<file path="src/rtl/dly_pkg.sv">
// Shared definitions for the timing-chain sequencer family.
package dly_pkg;

    typedef enum logic [1:0] {
        ST_IDLE = 2'd0,
        ST_RUN  = 2'd1,
        ST_WAIT = 2'd2
    } state_e;

    localparam int unsigned TICK_NS    = 20;
    localparam int unsigned NUM_STAGES = 4;
    localparam int unsigned STAGE_W    = 2;
    localparam int unsigned LAST_STAGE = NUM_STAGES - 1;

endpackage

</file>
<file path="src/rtl/dly_chain4_if.sv">
// Control/status bundle of the four-stage timing chain.
interface dly_chain4_if;
    import dly_pkg::*;

    logic                  start;
    logic                  hold;
    logic                  abort;
    logic [NUM_STAGES-1:0] p;
    logic                  l;
    logic [STAGE_W-1:0]    stage;
    logic                  waiting;
    logic                  err;

    modport master (
        output start, hold, abort,
        input  p, l, stage, waiting, err
    );

    modport slave (
        input  start, hold, abort,
        output p, l, stage, waiting, err
    );

endinterface

</file>
<file path="src/rtl/dly_chain4_stage_ctr.sv">
// Shared stage counter: clear, load-1 or increment, with an equality-to-limit flag.
module dly_stage_ctr
    import dly_pkg::*;
#(
    parameter int unsigned W = 8
) (
    input  logic         clk,
    input  logic         reset,
    input  logic         clr,
    input  logic         load,
    input  logic         inc,
    input  logic [W-1:0] limit,
    output logic         match_c
);

    logic [W-1:0] cnt_q;
    logic [W-1:0] cnt_d;

    always_comb begin
        cnt_d = cnt_q;
        if (clr) begin
            cnt_d = '0;
        end else if (load) begin
            cnt_d = W'(1);
        end else if (inc) begin
            cnt_d = cnt_q + W'(1);
        end
    end

    always_ff @(posedge clk or posedge reset) begin
        if (reset) begin
            cnt_q <= '0;
        end else begin
            cnt_q <= cnt_d;
        end
    end

    assign match_c = (cnt_q == limit);

endmodule

</file>
<file path="src/rtl/dly_chain4.sv">
// Four-stage timing-chain sequencer: one shared counter, one-cycle pulse at each stage end,
// optional hold at selected boundaries, abort and back-to-back restart.
module dly_chain4
    import dly_pkg::*;
#(
    parameter int unsigned W        = 8,
    parameter int unsigned D0       = 5,
    parameter int unsigned D1       = 10,
    parameter int unsigned D2       = 15,
    parameter int unsigned D3       = 25,
    parameter logic [3:0]  HOLDMASK = 4'b0000
) (
    input  logic         clk,
    input  logic         reset,
    dly_chain4_if.slave  bus
);

    localparam logic [63:0] D_MAX = (64'(1) << W) - 64'(1);

    if (D0 == 0 || D1 == 0 || D2 == 0 || D3 == 0 ||
        64'(D0) > D_MAX || 64'(D1) > D_MAX || 64'(D2) > D_MAX || 64'(D3) > D_MAX) begin : g_bad_len
        $error("dly_chain4: every stage length must lie in 1..2^W-1");
    end

    state_e             state_q, state_d;
    logic [STAGE_W-1:0] stage_q, stage_d;
    logic               err_q, err_d;

    logic               ctr_clr, ctr_load, ctr_inc;
    logic               match_c;
    logic [W-1:0]       limit_c;
    logic               run_match;
    logic               last_stage;

    // Limit of the stage currently being timed
    always_comb begin
        case (stage_q)
            2'd0:    limit_c = W'(D0);
            2'd1:    limit_c = W'(D1);
            2'd2:    limit_c = W'(D2);
            default: limit_c = W'(D3);
        endcase
    end

    dly_stage_ctr #(.W(W)) u_ctr (
        .clk     (clk),
        .reset   (reset),
        .clr     (ctr_clr),
        .load    (ctr_load),
        .inc     (ctr_inc),
        .limit   (limit_c),
        .match_c (match_c)
    );

    assign run_match  = (state_q == ST_RUN) && match_c;
    assign last_stage = (stage_q == STAGE_W'(LAST_STAGE));

    always_ff @(posedge clk or posedge reset) begin
        if (reset) begin
            state_q <= ST_IDLE;
            stage_q <= '0;
            err_q   <= 1'b0;
        end else begin
            state_q <= state_d;
            stage_q <= stage_d;
            err_q   <= err_d;
        end
    end

    // Next state: abort beats a restart, which beats the normal advance
    always_comb begin
        state_d  = state_q;
        stage_d  = stage_q;
        err_d    = 1'b0;
        ctr_clr  = 1'b0;
        ctr_load = 1'b0;
        ctr_inc  = 1'b0;
        case (state_q)
            ST_IDLE: begin
                if (bus.start) begin
                    state_d  = ST_RUN;
                    stage_d  = '0;
                    ctr_load = 1'b1;
                end
            end
            ST_RUN: begin
                if (bus.abort) begin
                    state_d = ST_IDLE;
                    stage_d = '0;
                    ctr_clr = 1'b1;
                    err_d   = bus.start;
                end else if (run_match && last_stage) begin
                    stage_d = '0;
                    if (bus.start) begin
                        ctr_load = 1'b1;
                    end else begin
                        state_d = ST_IDLE;
                        ctr_clr = 1'b1;
                    end
                end else begin
                    err_d = bus.start;
                    if (run_match) begin
                        if (HOLDMASK[stage_q] && bus.hold) begin
                            state_d = ST_WAIT;
                        end else begin
                            stage_d  = stage_q + STAGE_W'(1);
                            ctr_load = 1'b1;
                        end
                    end else begin
                        ctr_inc = 1'b1;
                    end
                end
            end
            ST_WAIT: begin
                err_d = bus.start;
                if (bus.abort) begin
                    state_d = ST_IDLE;
                    stage_d = '0;
                    ctr_clr = 1'b1;
                end else if (!bus.hold) begin
                    state_d  = ST_RUN;
                    stage_d  = stage_q + STAGE_W'(1);
                    ctr_load = 1'b1;
                end
            end
            default: begin
                state_d = ST_IDLE;
                stage_d = '0;
                ctr_clr = 1'b1;
            end
        endcase
    end

    // Outputs decoded from registers
    always_comb begin
        bus.p = '0;
        if (run_match) begin
            bus.p[stage_q] = 1'b1;
        end
        bus.l       = (state_q != ST_IDLE);
        bus.waiting = (state_q == ST_WAIT);
        bus.stage   = stage_q;
        bus.err     = err_q;
    end

endmodule

</file>
<file path="src/flat_wrapper.sv">
// flat-port wrapper written by rule: the top's interface ports become plain ports
module dly_chain4_flat import dly_pkg::*;
#(
    parameter int unsigned W        = 8,
    parameter int unsigned D0       = 5,
    parameter int unsigned D1       = 10,
    parameter int unsigned D2       = 15,
    parameter int unsigned D3       = 25,
    parameter logic [3:0]  HOLDMASK = 4'b0000
)
  (clk, reset, bus_start, bus_hold, bus_abort, bus_p, bus_l, bus_stage, bus_waiting, bus_err);
  dly_chain4_if bus_i ();
  input  logic clk;
  input  logic reset;
  input wire logic [$bits(bus_i.start)-1:0] bus_start;
  input wire logic [$bits(bus_i.hold)-1:0] bus_hold;
  input wire logic [$bits(bus_i.abort)-1:0] bus_abort;
  output wire logic [$bits(bus_i.p)-1:0] bus_p;
  output wire logic [$bits(bus_i.l)-1:0] bus_l;
  output wire logic [$bits(bus_i.stage)-1:0] bus_stage;
  output wire logic [$bits(bus_i.waiting)-1:0] bus_waiting;
  output wire logic [$bits(bus_i.err)-1:0] bus_err;
  assign bus_i.start = bus_start;
  assign bus_i.hold = bus_hold;
  assign bus_i.abort = bus_abort;
  assign bus_p = bus_i.p;
  assign bus_l = bus_i.l;
  assign bus_stage = bus_i.stage;
  assign bus_waiting = bus_i.waiting;
  assign bus_err = bus_i.err;
  dly_chain4 #(.W(W), .D0(D0), .D1(D1), .D2(D2), .D3(D3), .HOLDMASK(HOLDMASK)) u_core (.clk(clk), .reset(reset), .bus(bus_i));
endmodule
</file>
<file path="config.mk">
export PLATFORM = sky130hd
export DESIGN_NAME = dly_chain4_flat
export DESIGN_NICKNAME = d
export VERILOG_FILES = /design/src/rtl/dly_pkg.sv /design/src/rtl/dly_chain4_if.sv /design/src/rtl/dly_chain4_stage_ctr.sv /design/src/rtl/dly_chain4.sv /design/src/flat_wrapper.sv
export SDC_FILE = /design/constraint.sdc
export NUM_CORES = 1
export LEC_CHECK = 0
export CAP_MARGIN = 20
export CELL_PAD_IN_SITES_DETAIL_PLACEMENT = 1
export CELL_PAD_IN_SITES_GLOBAL_PLACEMENT = 1
export CORE_MARGIN = 4
export CORE_UTILIZATION = 44
export DETAILED_ROUTE_END_ITERATION = 8
export GPL_ROUTABILITY_DRIVEN = 0
export PLACE_DENSITY = 0.86
export SLEW_MARGIN = 20
export SYNTH_ARGS = -nofsm -noshare
export SYNTH_HDL_FRONTEND = slang
export SYNTH_SLANG_ARGS = --single-unit
</file>
<file path="constraint.sdc">
create_clock -name clk -period 4.9 [get_ports clk]
set_input_delay 0.49 -clock clk [delete_from_list [all_inputs] [get_ports clk]]
set_output_delay 0.49 -clock clk [all_outputs]
set_load 0.005 [all_outputs]
</file>
==> run summary <==
The flow ran to the end, and the final reports show no timing, DRC or antenna violations. The power per standard cell area is about 430 mW/mm². CTS saw 13 sinks. Based on the critical path, the design can be clocked at up to 0.319 GHz. After clock tree synthesis, the flow added hold-fix buffers numbering 0. The starting density of the core is between 40% and 50%. The clock latency on the worst-skew pair is ~290 ps. The number of synthesized flops with an enable pin came out at 0.

For this run, design rule violations remaining after detail routing come to 0. The global-route congestion overflow total came out at 0. On the worst path, the slowest cell contributes a delay of ~500 ps. The total via count after detailed routing came out at between 900 and 1k. The net count of the finished layout is ~160. The number of violations of the max-capacitance limit came out at 0.

In the synthesized netlist, the number of instances is 123. The HPWL after detailed placement is 2.24 mm. The tightest hold path in the finished design has a slack of approximately 520 ps. The die is around 57 µm wide. The synthesized flop and latch total came out at 13. The leakage dissipation came out at 0.000528 µW. Entering global routing, the biggest net connects 14 pins. The count of instances resized after the clock tree is built is 0.

The sum of buffers and inverters on the critical path came out at 2. Of all cell types, the one taking the most synthesized area is sky130_fd_sc_hd__dfrtp_1. The post-detailed-route via-to-cell ratio came out at slightly below 6. Yosys attributes the largest share of cell area to sky130_fd_sc_hd__dfrtp_1 30%, sky130_fd_sc_hd__ha_1 12%, sky130_fd_sc_hd__nand3_1 4.7%. STA classifies the critical path endpoint as a primary output. The share of synthesized registers carrying an async set or reset came out at between 90% and 100%. Counting instances in the post-synthesis netlist gives the leading cell types as 13 x sky130_fd_sc_hd__dfrtp_1, 13 x sky130_fd_sc_hd__nand2_1, 10 x sky130_fd_sc_hd__ha_1, 10 x sky130_fd_sc_hd__inv_1, 10 x sky130_fd_sc_hd__nand3_1. After detailed routing, the average wire length per cell comes to ~17 µm. The category of the most critical setup path is reg -> out. The worst endpoint required time is ~4400 ps. The die is roughly 57 µm tall. The count of inserted antenna diode cells is 0.

TritonCTS built the clock tree. The cell sitting at the root of the clock tree is a sky130_fd_sc_hd__clkbuf_4. The portion of synthesized cell area occupied by the leading cell type is between 30 and 40%. The number of nets still failing antenna checks after routing is 0. Clock-pin slew was measured on the worst setup and hold paths at 90 ps. The final count of hold timing violations came to 0.

The clock passes through at most 2 buffers. The number of antenna violations at the first check in global routing came out at 0. The H-tree depth came out at 1. The core region area is between 0.002 and 0.0025 mm².

The final critical path time including I/O delays and setup came out at between 3000 and 4000 ps. Clock tree synthesis inserted a total of 3 buffers. Across the routed clock network, the largest skew measured is 13.3 ps. The share of post-route cells with drive strength above 1 came out at slightly below 8%.

The global-route wire length before repair came out at about 5.0 mm. The number of input and output port buffers inserted is 13. The worst endpoint data arrival time came out at around 2600 ps. The number of nets produced by synthesis is between 100 and 150.

The number of global-route vias before repair came to 1082. The final period utilization came out at between 60 and 70%. The path category of the worst min-delay check is in -> async. The critical-path maximum fanout is 6. The routed wire length came out at approximately 2.8 mm. The register area share after synthesis came out at slightly above 30%. The number of standard-cell rows in the floorplan is 17. The measured slew at the worst slew-check pin is 575 ps.

Walking the worst path, the cells encountered are inv_1 > ha_1 > xnor2_1 > or3_4 > nor2_1 > and3_1 > clkdlybuf4s50_1. Setup repair after global routing left no endpoint under its margin. The worst-case vdd ir drop came out at 0.282 mV. The area growth from synthesis to final layout came out at 17.5%. The cell at the slowest stage of the critical path is sky130_fd_sc_hd__clkdlybuf4s50_1. The relative slew slack is around three fifths.

14 I/O pins were placed. In this design, the largest share of critical-path delay is due to simple AND/OR/NAND/NOR gates. The die area is approximately 0.0033 mm².

The number of different library cells in the post-synthesis netlist is 37. The setup TNS came out at 0 ps. After filler insertion, the fill cell instance count of the layout stands at ~270. The per-instance average area after synthesis came out at approximately 8.7 µm². The register-to-register setup slack is roughly 2500 ps. The first-pass iteration count of the detailed router is 4. The area of the mapped netlist is approximately 0.0011 mm².

The number of slew-limit violations in the final report is 0. The starting DRC count in detailed routing is 32. The worst setup path is launched from a flop. The setup fix buffers added after clock tree synthesis is 0.

The final setup violation count came out at 0. The dominant register cell in the synthesized netlist is sky130_fd_sc_hd__dfrtp_1. The total track usage is between 10% and 20%. Yosys printed 0 warnings.
==> where the power goes <==
group	leakage (µW)	switching [µW]	internal, µW
Clock	0.0000150	36.9	31.6
Sequential	0.000175	25.6	128
Combinational	0.000338	197	129
Total	0.000528	259	288
==> registers in the layout (all words and copies together), names as in the netlist <==
| signal | cells |
|---|---|
| u_core.u_ctr.cnt_q | 8 |
| u_core.bus.err | 1 |
| u_core.bus.stage | 2 |
| u_core.state_q | 2 |
==> metal layers <==
metal / GRT usage, % / vias up / wire, µm
met2: 32.4 / 25 / 1370
met4: 7.28 / 0 / 61
met3: 4.52 / 8 / 148
met1: 24.6 / 477 / 1260
li1: - / 482 / -
met5: 0 / - / 0
==> worst reg2reg max path: stages (launching register included) <==
cell and delay, ps:
sky130_fd_sc_hd__dfrtp_1 420, sky130_fd_sc_hd__inv_1 110, sky130_fd_sc_hd__ha_1 370, sky130_fd_sc_hd__nor2b_1 290, sky130_fd_sc_hd__nor2b_1 290, sky130_fd_sc_hd__o211ai_2 220, sky130_fd_sc_hd__or3b_2 510, sky130_fd_sc_hd__nand3_1 100
==> final cells by class <==
cell class | count | area [µm²] | area share (%)
multi-input combinational | 99 | 706 | 56.0
tap | 28 | 35.0 | 2.78
inverter | 10 | 37.5 | 2.98
clock buffer | 4 | 26.3 | 2.09
timing repair buffer | 13 | 130 | 10.3
sequential | 13 | 325 | 25.8
==> kinds of logic (layout without fill, tap and decap cells) <==
group | after synthesis | after routing | share of synthesized area [%]
AO/OA/AOI/OAI | 31 | 31 | 22.3
adder cells (fa/ha/maj) | 10 | 10 | 11.7
XOR/XNOR | 5 | 5 | 4.08
multiplexers | 3 | 3 | 2.80
AND/OR/NAND/NOR | 50 | 50 | 25.0
flip-flops | 13 | 13 | 30.3
buffers and inverters | 11 | 27 | 3.85
==> per-stage QoR <==
stage                     cells  setup WS (ps)  util (%)  total power (µW)  area, µm²
after floorplan             123           2740         -               383       1070
after global placement      163           2180      54.2               468       1230
after detailed placement    163           2100      54.2               479       1230
after CTS                   167           1750      55.4               552       1260
after global routing        167           1580      55.4               597       1260
final                       167           1770      55.4               547       1260
==> cell usage in the layout (no fill, tap or decap), types with 2 or more instances in the layout <==
master and count:
sky130_fd_sc_hd__or3_4 2, sky130_fd_sc_hd__o211ai_1 3, sky130_fd_sc_hd__nand2b_1 2, sky130_fd_sc_hd__nand3_1 10
sky130_fd_sc_hd__o32ai_1 2, sky130_fd_sc_hd__a31oi_1 4, sky130_fd_sc_hd__or2_2 2, sky130_fd_sc_hd__clkdlybuf4s50_1 13
sky130_fd_sc_hd__nor2b_1 4, sky130_fd_sc_hd__xnor2_1 4, sky130_fd_sc_hd__clkbuf_4 3, sky130_fd_sc_hd__ha_1 10
sky130_fd_sc_hd__inv_1 10, sky130_fd_sc_hd__dfrtp_1 13, sky130_fd_sc_hd__mux2i_1 3, sky130_fd_sc_hd__o2111ai_1 2
sky130_fd_sc_hd__or3_1 4, sky130_fd_sc_hd__a21oi_1 4, sky130_fd_sc_hd__nor2_1 5, sky130_fd_sc_hd__nand2_1 13
sky130_fd_sc_hd__o21ai_0 4, sky130_fd_sc_hd__and3_1 5
==> final timing paths <==
kind / cells past startpoint / to / startpoint
min in group clk: 1 / u_core.u_ctr.cnt_q[3] / u_core.u_ctr.cnt_q[3]
worst max register to register: 7 / u_core.u_ctr.cnt_q[2] / u_core.state_q[1]
max in group asynchronous: 2 / u_core.bus.stage[1] / reset
worst max-delay path: 7 / bus_p[2] / u_core.bus.stage[0]
worst min register to register: 1 / u_core.u_ctr.cnt_q[3] / u_core.u_ctr.cnt_q[3]
worst min-delay path: 2 / u_core.state_q[1] / reset
Note: power is estimated with default switching activity, not from simulation.
